$ cat src/rtl/ttt_move_sequencer.sv
// ---------------------------------------------------------------------------
// ttt_move_sequencer
//
// Front end for the tic_tac_toe game core. Player and computer move requests
// arrive on two valid/ready channels. This block enforces strict turn
// alternation and tracks the nine occupied cells. Only legal moves are passed
// to the core through play / player_pos / comp_pos. The block stops taking
// moves once the core reports game_over or all nine cells are taken.
//
// Optional feature macro: TTT_TURN_TIMEOUT_EN
//   When this macro is defined, a side that does not make a legal move within
//   TIMEOUT_CYC cycles forfeits its turn, and the turn passes to the other
//   side. When it is undefined, turns wait indefinitely and timeout stays 0.
//
// Parameters
//   POS_W        width of the position buses (legal cells are 1..9)
//   FIRST_MOVER  side that moves first after start: 0 = player, 1 = computer
//   TIMEOUT_CYC  turn length limit in cycles (TTT_TURN_TIMEOUT_EN only)
//
// Ports
//   clk, rst          rising-edge clock, synchronous active-high reset
//   start             new-game request, honoured in IDLE or DONE only
//   game_over         win indication from the core (level)
//   p_valid/p_pos     player move request, p_ready accepts it
//   c_valid/c_pos     computer move request, c_ready accepts it
//   play              one-cycle game-start pulse to the core
//   player_pos        last accepted player cell, held between moves
//   comp_pos          last accepted computer cell, held between moves
//   mv_strobe/mv_who  one-cycle pulse per accepted move, with the mover's side
//   illegal           one-cycle pulse when a handshake carried a bad move
//   timeout           one-cycle pulse when a turn was forfeited
//   board             occupancy map, bit k set means cell k+1 is taken
//   move_cnt          accepted moves, 0..9
//   board_full        move_cnt == 9
// ---------------------------------------------------------------------------
module ttt_move_sequencer #(
  parameter int POS_W       = 4,
  parameter int FIRST_MOVER = 0,
  parameter int TIMEOUT_CYC = 16
) (
  input  logic             clk,
  input  logic             rst,
  input  logic             start,
  input  logic             game_over,
  input  logic             p_valid,
  input  logic [POS_W-1:0] p_pos,
  output logic             p_ready,
  input  logic             c_valid,
  input  logic [POS_W-1:0] c_pos,
  output logic             c_ready,
  output logic             play,
  output logic [POS_W-1:0] player_pos,
  output logic [POS_W-1:0] comp_pos,
  output logic             mv_strobe,
  output logic             mv_who,
  output logic             illegal,
  output logic             timeout,
  output logic [8:0]       board,
  output logic [3:0]       move_cnt,
  output logic             board_full
);

  typedef enum logic [2:0] {
    S_IDLE,
    S_START,
    S_P_TURN,
    S_C_TURN,
    S_DONE
  } state_t;

  // Turn state that START hands over to, picked once at elaboration.
  localparam state_t FIRST_TURN = (FIRST_MOVER != 0) ? S_C_TURN : S_P_TURN;

  state_t           state_q, state_d;
  logic [8:0]       board_q, board_d;
  logic [3:0]       move_cnt_q, move_cnt_d;
  logic [POS_W-1:0] player_pos_q, player_pos_d;
  logic [POS_W-1:0] comp_pos_q, comp_pos_d;
  logic             mv_strobe_q, mv_strobe_d;
  logic             mv_who_q, mv_who_d;
  logic             illegal_q, illegal_d;
  logic             timeout_q, timeout_d;

  logic             in_turn;
  logic             c_turn;
  logic             turn_hs;
  logic [POS_W-1:0] turn_pos;
  logic [8:0]       cell_sel;
  logic             move_legal;
  logic             tmo_expire;

  // Each channel is ready only on its own turn. game_over drops ready in the
  // same cycle, so a move that arrives together with a win is never taken.
  always_comb begin
    p_ready = (state_q == S_P_TURN) && !game_over;
    c_ready = (state_q == S_C_TURN) && !game_over;
  end

  // Select the channel whose turn it is. A handshake is possible only on
  // that channel, because the other channel's ready is low.
  always_comb begin
    in_turn  = (state_q == S_P_TURN) || (state_q == S_C_TURN);
    c_turn   = (state_q == S_C_TURN);
    turn_hs  = (p_valid && p_ready) || (c_valid && c_ready);
    turn_pos = c_turn ? c_pos : p_pos;
  end

  // Decode the requested cell one-hot. Out-of-range positions (0, 10 and
  // above) produce no select bit. That one check covers both the range test
  // and the occupancy test, and it never indexes the board out of bounds.
  always_comb begin
    cell_sel = '0;
    for (int k = 0; k < 9; k++) begin
      cell_sel[k] = (turn_pos == POS_W'(k + 1));
    end
    move_legal = (|cell_sel) && !(|(cell_sel & board_q));
  end

`ifdef TTT_TURN_TIMEOUT_EN
  localparam int TMO_W = (TIMEOUT_CYC > 1) ? $clog2(TIMEOUT_CYC) : 1;

  logic [TMO_W-1:0] tmo_cnt_q, tmo_cnt_d;

  // Count cycles spent in the current turn. Any state change restarts the
  // count. Illegal attempts do not change the state, so they do not restart
  // it. The count never passes TIMEOUT_CYC-1, because expiry always moves
  // the state on.
  always_comb begin
    tmo_cnt_d = '0;
    if (in_turn && (state_d == state_q)) begin
      tmo_cnt_d = tmo_cnt_q + TMO_W'(1);
    end
  end

  always_ff @(posedge clk) begin
    if (rst) begin
      tmo_cnt_q <= '0;
    end else begin
      tmo_cnt_q <= tmo_cnt_d;
    end
  end

  assign tmo_expire = in_turn && (tmo_cnt_q == TMO_W'(TIMEOUT_CYC - 1));
`else
  // No turn limit. The expression is 0 for every meaningful TIMEOUT_CYC.
  assign tmo_expire = (TIMEOUT_CYC < 0);
`endif

  // Next-state and datapath update. Pulse outputs default to 0, so each
  // event raises its pulse for exactly one cycle. Board and positions hold
  // unless a legal move or a new game changes them.
  always_comb begin
    state_d      = state_q;
    board_d      = board_q;
    move_cnt_d   = move_cnt_q;
    player_pos_d = player_pos_q;
    comp_pos_d   = comp_pos_q;
    mv_strobe_d  = 1'b0;
    mv_who_d     = 1'b0;
    illegal_d    = 1'b0;
    timeout_d    = 1'b0;

    unique case (state_q)
      S_IDLE, S_DONE: begin
        if (start) begin
          state_d      = S_START;
          board_d      = '0;
          move_cnt_d   = '0;
          player_pos_d = '0;
          comp_pos_d   = '0;
        end
      end

      S_START: begin
        state_d = FIRST_TURN;
      end

      S_P_TURN, S_C_TURN: begin
        if (game_over) begin
          // A win outranks both a pending move and an expiring turn.
          state_d = S_DONE;
        end else if (turn_hs && move_legal) begin
          board_d     = board_q | cell_sel;
          mv_strobe_d = 1'b1;
          mv_who_d    = c_turn;
          if (move_cnt_q != 4'd9) begin
            move_cnt_d = move_cnt_q + 4'd1;
          end
          if (c_turn) begin
            comp_pos_d = turn_pos;
          end else begin
            player_pos_d = turn_pos;
          end
          if (move_cnt_q == 4'd8) begin
            state_d = S_DONE;
          end else begin
            state_d = c_turn ? S_P_TURN : S_C_TURN;
          end
        end else begin
          // A rejected move and an expiring turn can fall in the same cycle.
          // In that case both pulses fire.
          illegal_d = turn_hs;
          if (tmo_expire) begin
            timeout_d = 1'b1;
            state_d   = c_turn ? S_P_TURN : S_C_TURN;
          end
        end
      end

      default: begin
        state_d = S_IDLE;
      end
    endcase
  end

  // State and output registers, cleared by reset in every state.
  always_ff @(posedge clk) begin
    if (rst) begin
      state_q      <= S_IDLE;
      board_q      <= '0;
      move_cnt_q   <= '0;
      player_pos_q <= '0;
      comp_pos_q   <= '0;
      mv_strobe_q  <= 1'b0;
      mv_who_q     <= 1'b0;
      illegal_q    <= 1'b0;
      timeout_q    <= 1'b0;
    end else begin
      state_q      <= state_d;
      board_q      <= board_d;
      move_cnt_q   <= move_cnt_d;
      player_pos_q <= player_pos_d;
      comp_pos_q   <= comp_pos_d;
      mv_strobe_q  <= mv_strobe_d;
      mv_who_q     <= mv_who_d;
      illegal_q    <= illegal_d;
      timeout_q    <= timeout_d;
    end
  end

  // play is a decode of START: that state lasts exactly one cycle.
  always_comb begin
    play       = (state_q == S_START);
    player_pos = player_pos_q;
    comp_pos   = comp_pos_q;
    mv_strobe  = mv_strobe_q;
    mv_who     = mv_who_q;
    illegal    = illegal_q;
    timeout    = timeout_q;
    board      = board_q;
    move_cnt   = move_cnt_q;
    board_full = (move_cnt_q == 4'd9);
  end

endmodule

$ cat config.mk
export PLATFORM = sky130hd
export DESIGN_NAME = ttt_move_sequencer
export DESIGN_NICKNAME = d
export VERILOG_FILES = /design/src/rtl/ttt_move_sequencer.sv
export SDC_FILE = /design/constraint.sdc
export NUM_CORES = 1
export LEC_CHECK = 0
export CAP_MARGIN = 20
export CORE_AREA = 2 2 56 64
export DETAILED_ROUTE_END_ITERATION = 10
export DIE_AREA = 0 0 58 66
export GPL_TIMING_DRIVEN = 0
export PLACE_DENSITY = 0.82
export SKIP_CTS_REPAIR_TIMING = 1
export SLEW_MARGIN = 10
export SYNTH_ARGS = -nofsm -noshare
export SYNTH_HDL_FRONTEND = slang
export SYNTH_SLANG_ARGS = --single-unit
$ cat constraint.sdc
create_clock -name clk -period 4.9 [get_ports clk]
set_input_delay 0.735 -clock clk [delete_from_list [all_inputs] [get_ports clk]]
set_output_delay 0.735 -clock clk [all_outputs]
set_load 0.05 [all_outputs]
; ---- Word level (Yosys, flattened, before mapping)
; Cells that the tools add are included.
[word_totals]
word_cells = 84
out_inout_bits = 29
latchBits = 0
mem_bits_ro = 0
mem_bits_rw = 0
in_bits = 14
regBits = 27
mem_count = 0
[op_classes]
n_lt_le_gt_ge = 0
reduce_logical = 23
eq_ne = 23
muxes = 25
div_mod_pow = 0
mul = 0
n_shift = 0
n_addsub = 1
bitwise = 4
[op_table]
columns = op, n
row1 = two-way mux 4 bit, 11
row2 = two-way mux 9 bit, 3
row3 = one-hot mux 4 bit (2 select lines), 3
row4 = one-hot mux 9 bit (2 select lines), 1
row5 = OR reduction 9 bit, 2
row6 = "== test 4 x 3 -> 1 bit, second input constant", 4
row7 = "== test 4 bit, second input constant", 4
row8 = AND reduction 5 bit, 3
row9 = two-way mux 3 bit, 4
row10 = "inequality test 2 bit, second input constant", 6
row11 = bitwise AND 9 bit, 1
row12 = OR 9 bit, 1
row13 = one-hot mux 3 bit (3 select lines), 1
row14 = "== test 4 x 2 -> 1 bit, second input constant", 2
row15 = OR reduction 4 bit, 2
row16 = "== test 3 x 2 -> 1 bit, second input constant", 2
row17 = logical AND 1 bit, 6
row18 = "adder 4 x 1 -> 4 bit, second input constant", 1
row19 = "== test 4 x 1 -> 1 bit, second input constant", 1
row20 = "inequality test 4 bit, second input constant", 1
row21 = AND reduction 4 bit, 1
row22 = OR reduction 2 bit, 2
row23 = "== test 3 x 1 -> 1 bit, second input constant", 1
row24 = "== test 3 bit, second input constant", 1
row25 = 9 further kinds, 12

; ---- Depth between registers and ports, before layout
[depth]
depth_word = 11
depth_mapped = 11
mapped_depth_nobuf = 7

; ---- Least setup slack after synthesis
; Ideal clock, no wire load.
[synth_path]
path_type = input to output
start = in game_over
end = out c_ready
slack_ps = 2259
path_stages = 1
arrival_time_ps = 1906
n_path_buf = 0
required_ps = 4165
cell_sequence = nor3_1
[synth_via]
elab_chain_len = 2
[synth_rtl]
columns = item, line_no
row1 = "start, declared", 44  ; input logic game_over,
row2 = logical NOT 1 bit, 96  ; c_ready = (state_q == S_C_TURN) && !game_over;
row3 = logical AND 1 bit, 96
row4 = "end, declared", 50  ; output logic c_ready,
; Every way passes these cells.

; ---- Worst setup path after layout
; Same ends and word-level chain as after synthesis.

==> key figures <==
Status
  • Status: completed

Place
  • HPWL Detailed: 3.02 mm
  • GPL Wtd Cong: 0.872
  • Input/output buffers: 38

GRT
  • First-pass GRT wire length: around 6.4 mm
  • Total grt overflow: 0
  • Initial antenna violation count: 0
  • Vias in the first global route: 1,386
  • Largest net degree at the start of global routing: 15
  • Global router's overall resource usage: 0.213

Yosys
  • Unique cell type count in the Yosys netlist: 52
  • EDFF count, synth: 0
  • Syn_area_per_cell: 8.57 um^2
  • Seq/Total Area, Yosys: 0.339
  • Yosys warns: 0
  • Mapped Cells: 186
  • Dominant synthesized flop cell: dfxtp_1
  • Netlist Area Pre-Place: 0.00159 mm^2
  • Ys async rst share: 0
  • Synthesized net count: 203
  • Post-synthesis register bit count: 27

Worst setup path
  • Required time of the critical path: 4.16 ns
  • Critical path data arrival time: 2.49 ns
  • Crit Path Class: input port to output pin
  • Critical Path End Type: output pin
  • Worst Path Max Fanout: 5
  • Crit path launch type: input port

Detailed routing
  • DRT Wirelength: 3.94 mm
  • 1st-iter DRT viols: around 60
  • Antenna violation net count after detailed routing: 0
  • Routed len/inst: 14.9 um
  • Via density: 5.95
  • DR DRC count: 0
  • DRT Pass-1 Iters: 4
  • Vias: 1,570

Power
  • Max VDD drop: 0.203 mV
  • LEAKAGE: around 0.78 nW
  • Power density cells: approximately 210 mW/mm^2

Run
  • Max Cap Viol: 0

STA
  • Fmax: 0.310 GHz
  • Hold Violations, Final: 0
  • Setup TNS: 0 ns
  • Final Slew Violations: 0
  • Worst slew pin tran: 0.516 ns
  • Fin Hold WS: between 0.4 and 0.5 ns
  • Final Setup Violations: 0
  • Relative slew margins: 0.654
  • Tcrit/Tclk final: 0.658
  • Final min period: 3.23 ns
  • Layout Skew: 0.00445 ns
  • RSZ-0062 raised after global routing: no

Layout
  • Layout filler cell count: 284
  • Area of the multi-input gates: 928 um^2
  • Area Growth Syn to Fin: 28.3%
  • N_diodes: 0
  • Reg area: 541 um^2
  • Most common cell after layout, fill and taps aside: clkdlybuf4s50_1
  • Layout cells sized above 1: 0.105
  • Most frequent cells in the layout: clkdlybuf4s50_1, dfxtp_1, nor2_1
  • Final #Nets: about 250

Clock network
  • Worst-Skew Late Latency: 0.31 ns
  • CTS H-tree depth: 1
  • Root Driver: clkbuf_4
  • CTS buffer count: 3
  • Max clock buf depth: 2
  • CTS tree: built
  • Worst-path clk slew: 0.14 ns
  • Clk sink count: 27

Floorplanning
  • Die X-Extent: 58 um
  • Ports: 43
  • Die Ht: between 60 and 70 um
  • Core box area: roughly 0.0032 mm^2
  • Starting density of the core: 0.499
  • Die area: 0.00383 mm^2
  • Row cnt: 22

Worst hold path
  • Hold crit path type: register to register
## synth_stat cells (2+ instances only)
library cell | n | share of area
nor3_1 | 5 | 0.016
a21oi_1 | 5 | 0.016
dfxtp_1 | 27 | 0.34
a32oi_1 | 4 | 0.022
mux2_2 | 3 | 0.021
a31oi_1 | 3 | 0.012
nand3b_1 | 3 | 0.014
nand2_1 | 15 | 0.035
buf_2 | 4 | 0.013
buf_6 | 3 | 0.021
a22o_1 | 2 | 0.011
o21ai_0 | 8 | 0.025
o2bb2ai_1 | 3 | 0.016
nor2_1 | 22 | 0.052
inv_1 | 9 | 0.021
a41o_1 | 2 | 0.013
nor2b_1 | 7 | 0.027
nand2b_1 | 4 | 0.016
ha_1 | 3 | 0.024
buf_4 | 4 | 0.019
a211o_1 | 3 | 0.016
o22ai_1 | 2 | 0.0078
clkbuf_1 | 2 | 0.0047
o211ai_1 | 2 | 0.0094
a22oi_1 | 3 | 0.014
a32o_1 | 7 | 0.044
nand3_1 | 6 | 0.019
## where the power goes
part,internal [mW],switching [mW],leakage (nW),total (mW)
Clock,0.0318,0.0621,0.0150,0.0939
Combinational,0.0411,0.0728,0.551,0.114
Sequential,0.224,0.00182,0.218,0.225
## layout make-up
| cell class | count | share of cell area |
|---|---|---|
| buffer | 13 | 0.0446 |
| clock buffer | 4 | 0.0128 |
| tap | 36 | 0.0220 |
| sequential | 27 | 0.264 |
| multi-input combinational | 137 | 0.454 |
| timing repair buffer | 38 | 0.186 |
| inverter | 9 | 0.0165 |
## worst max-delay path: stages
cell,delay (ns)
clkdlybuf4s50_1,0.49
nor3_1,0.38
clkdlybuf4s50_1,0.89
## logic make-up after synthesis
family                   after synthesis  share of synthesized area
multiplexers                           3                     0.0212
AND/OR/NAND/NOR                       74                      0.255
flip-flops                            27                      0.339
buffers and inverters                 22                     0.0785
other                                  1                    0.00235
adder cells (fa/ha/maj)                3                     0.0236
AO/OA/AOI/OAI                         56                      0.280
## worst paths after layout
path,slack [ns],startpoint,to,cells after the start
worst max register to register,2.54,state_q[1]$_SDFFE_PP0P_,move_cnt[0]$_SDFFE_PP0P_,10
worst min register to register,0.49,player_pos[0]$_SDFFE_PP0P_,player_pos[0]$_SDFFE_PP0P_,1
worst max-delay path,1.67,game_over,c_ready,3
worst min-delay path,0.49,player_pos[0]$_SDFFE_PP0P_,player_pos[0]$_SDFFE_PP0P_,1
## state kept, by name, indices dropped and copies added, names as in the netlist
signal      flops
state_q         3
move_cnt        4
comp_pos        4
illegal         1
mv_strobe       1
board           9
mv_who          1
player_pos      4
## routing by layer
| metal | vias up | track usage | part of all wire |
|---|---|---|---|
| met2 | 63 | 0.357 | 0.49 |
| met5 | - | 0 | 0 |
| li1 | 776 | - | - |
| met1 | 719 | 0.281 | 0.43 |
| met3 | 12 | 0.0294 | 0.059 |
| met4 | 0 | 0.0669 | 0.020 |
## stage by stage
| stage | cell area, um^2 | setup WS [ns] | power (mW) | utilization | cells |
|---|---|---|---|---|---|
| 3_5_place_dp | 2020 | 1.69 | 0.343 | 0.632 | 260 |
| 3_3_place_gp | 2020 | 1.72 | 0.343 | 0.632 | 260 |
| 6_report | 2050 | 1.67 | 0.433 | 0.641 | 264 |
| 2_1_floorplan | 1590 | 2.26 | 0.309 | - | 186 |
| 4_1_cts | 2050 | 1.68 | 0.438 | 0.641 | 264 |
| 5_1_grt | 2050 | 1.63 | 0.456 | 0.641 | 264 |
(Power assumes the default switching activity.)
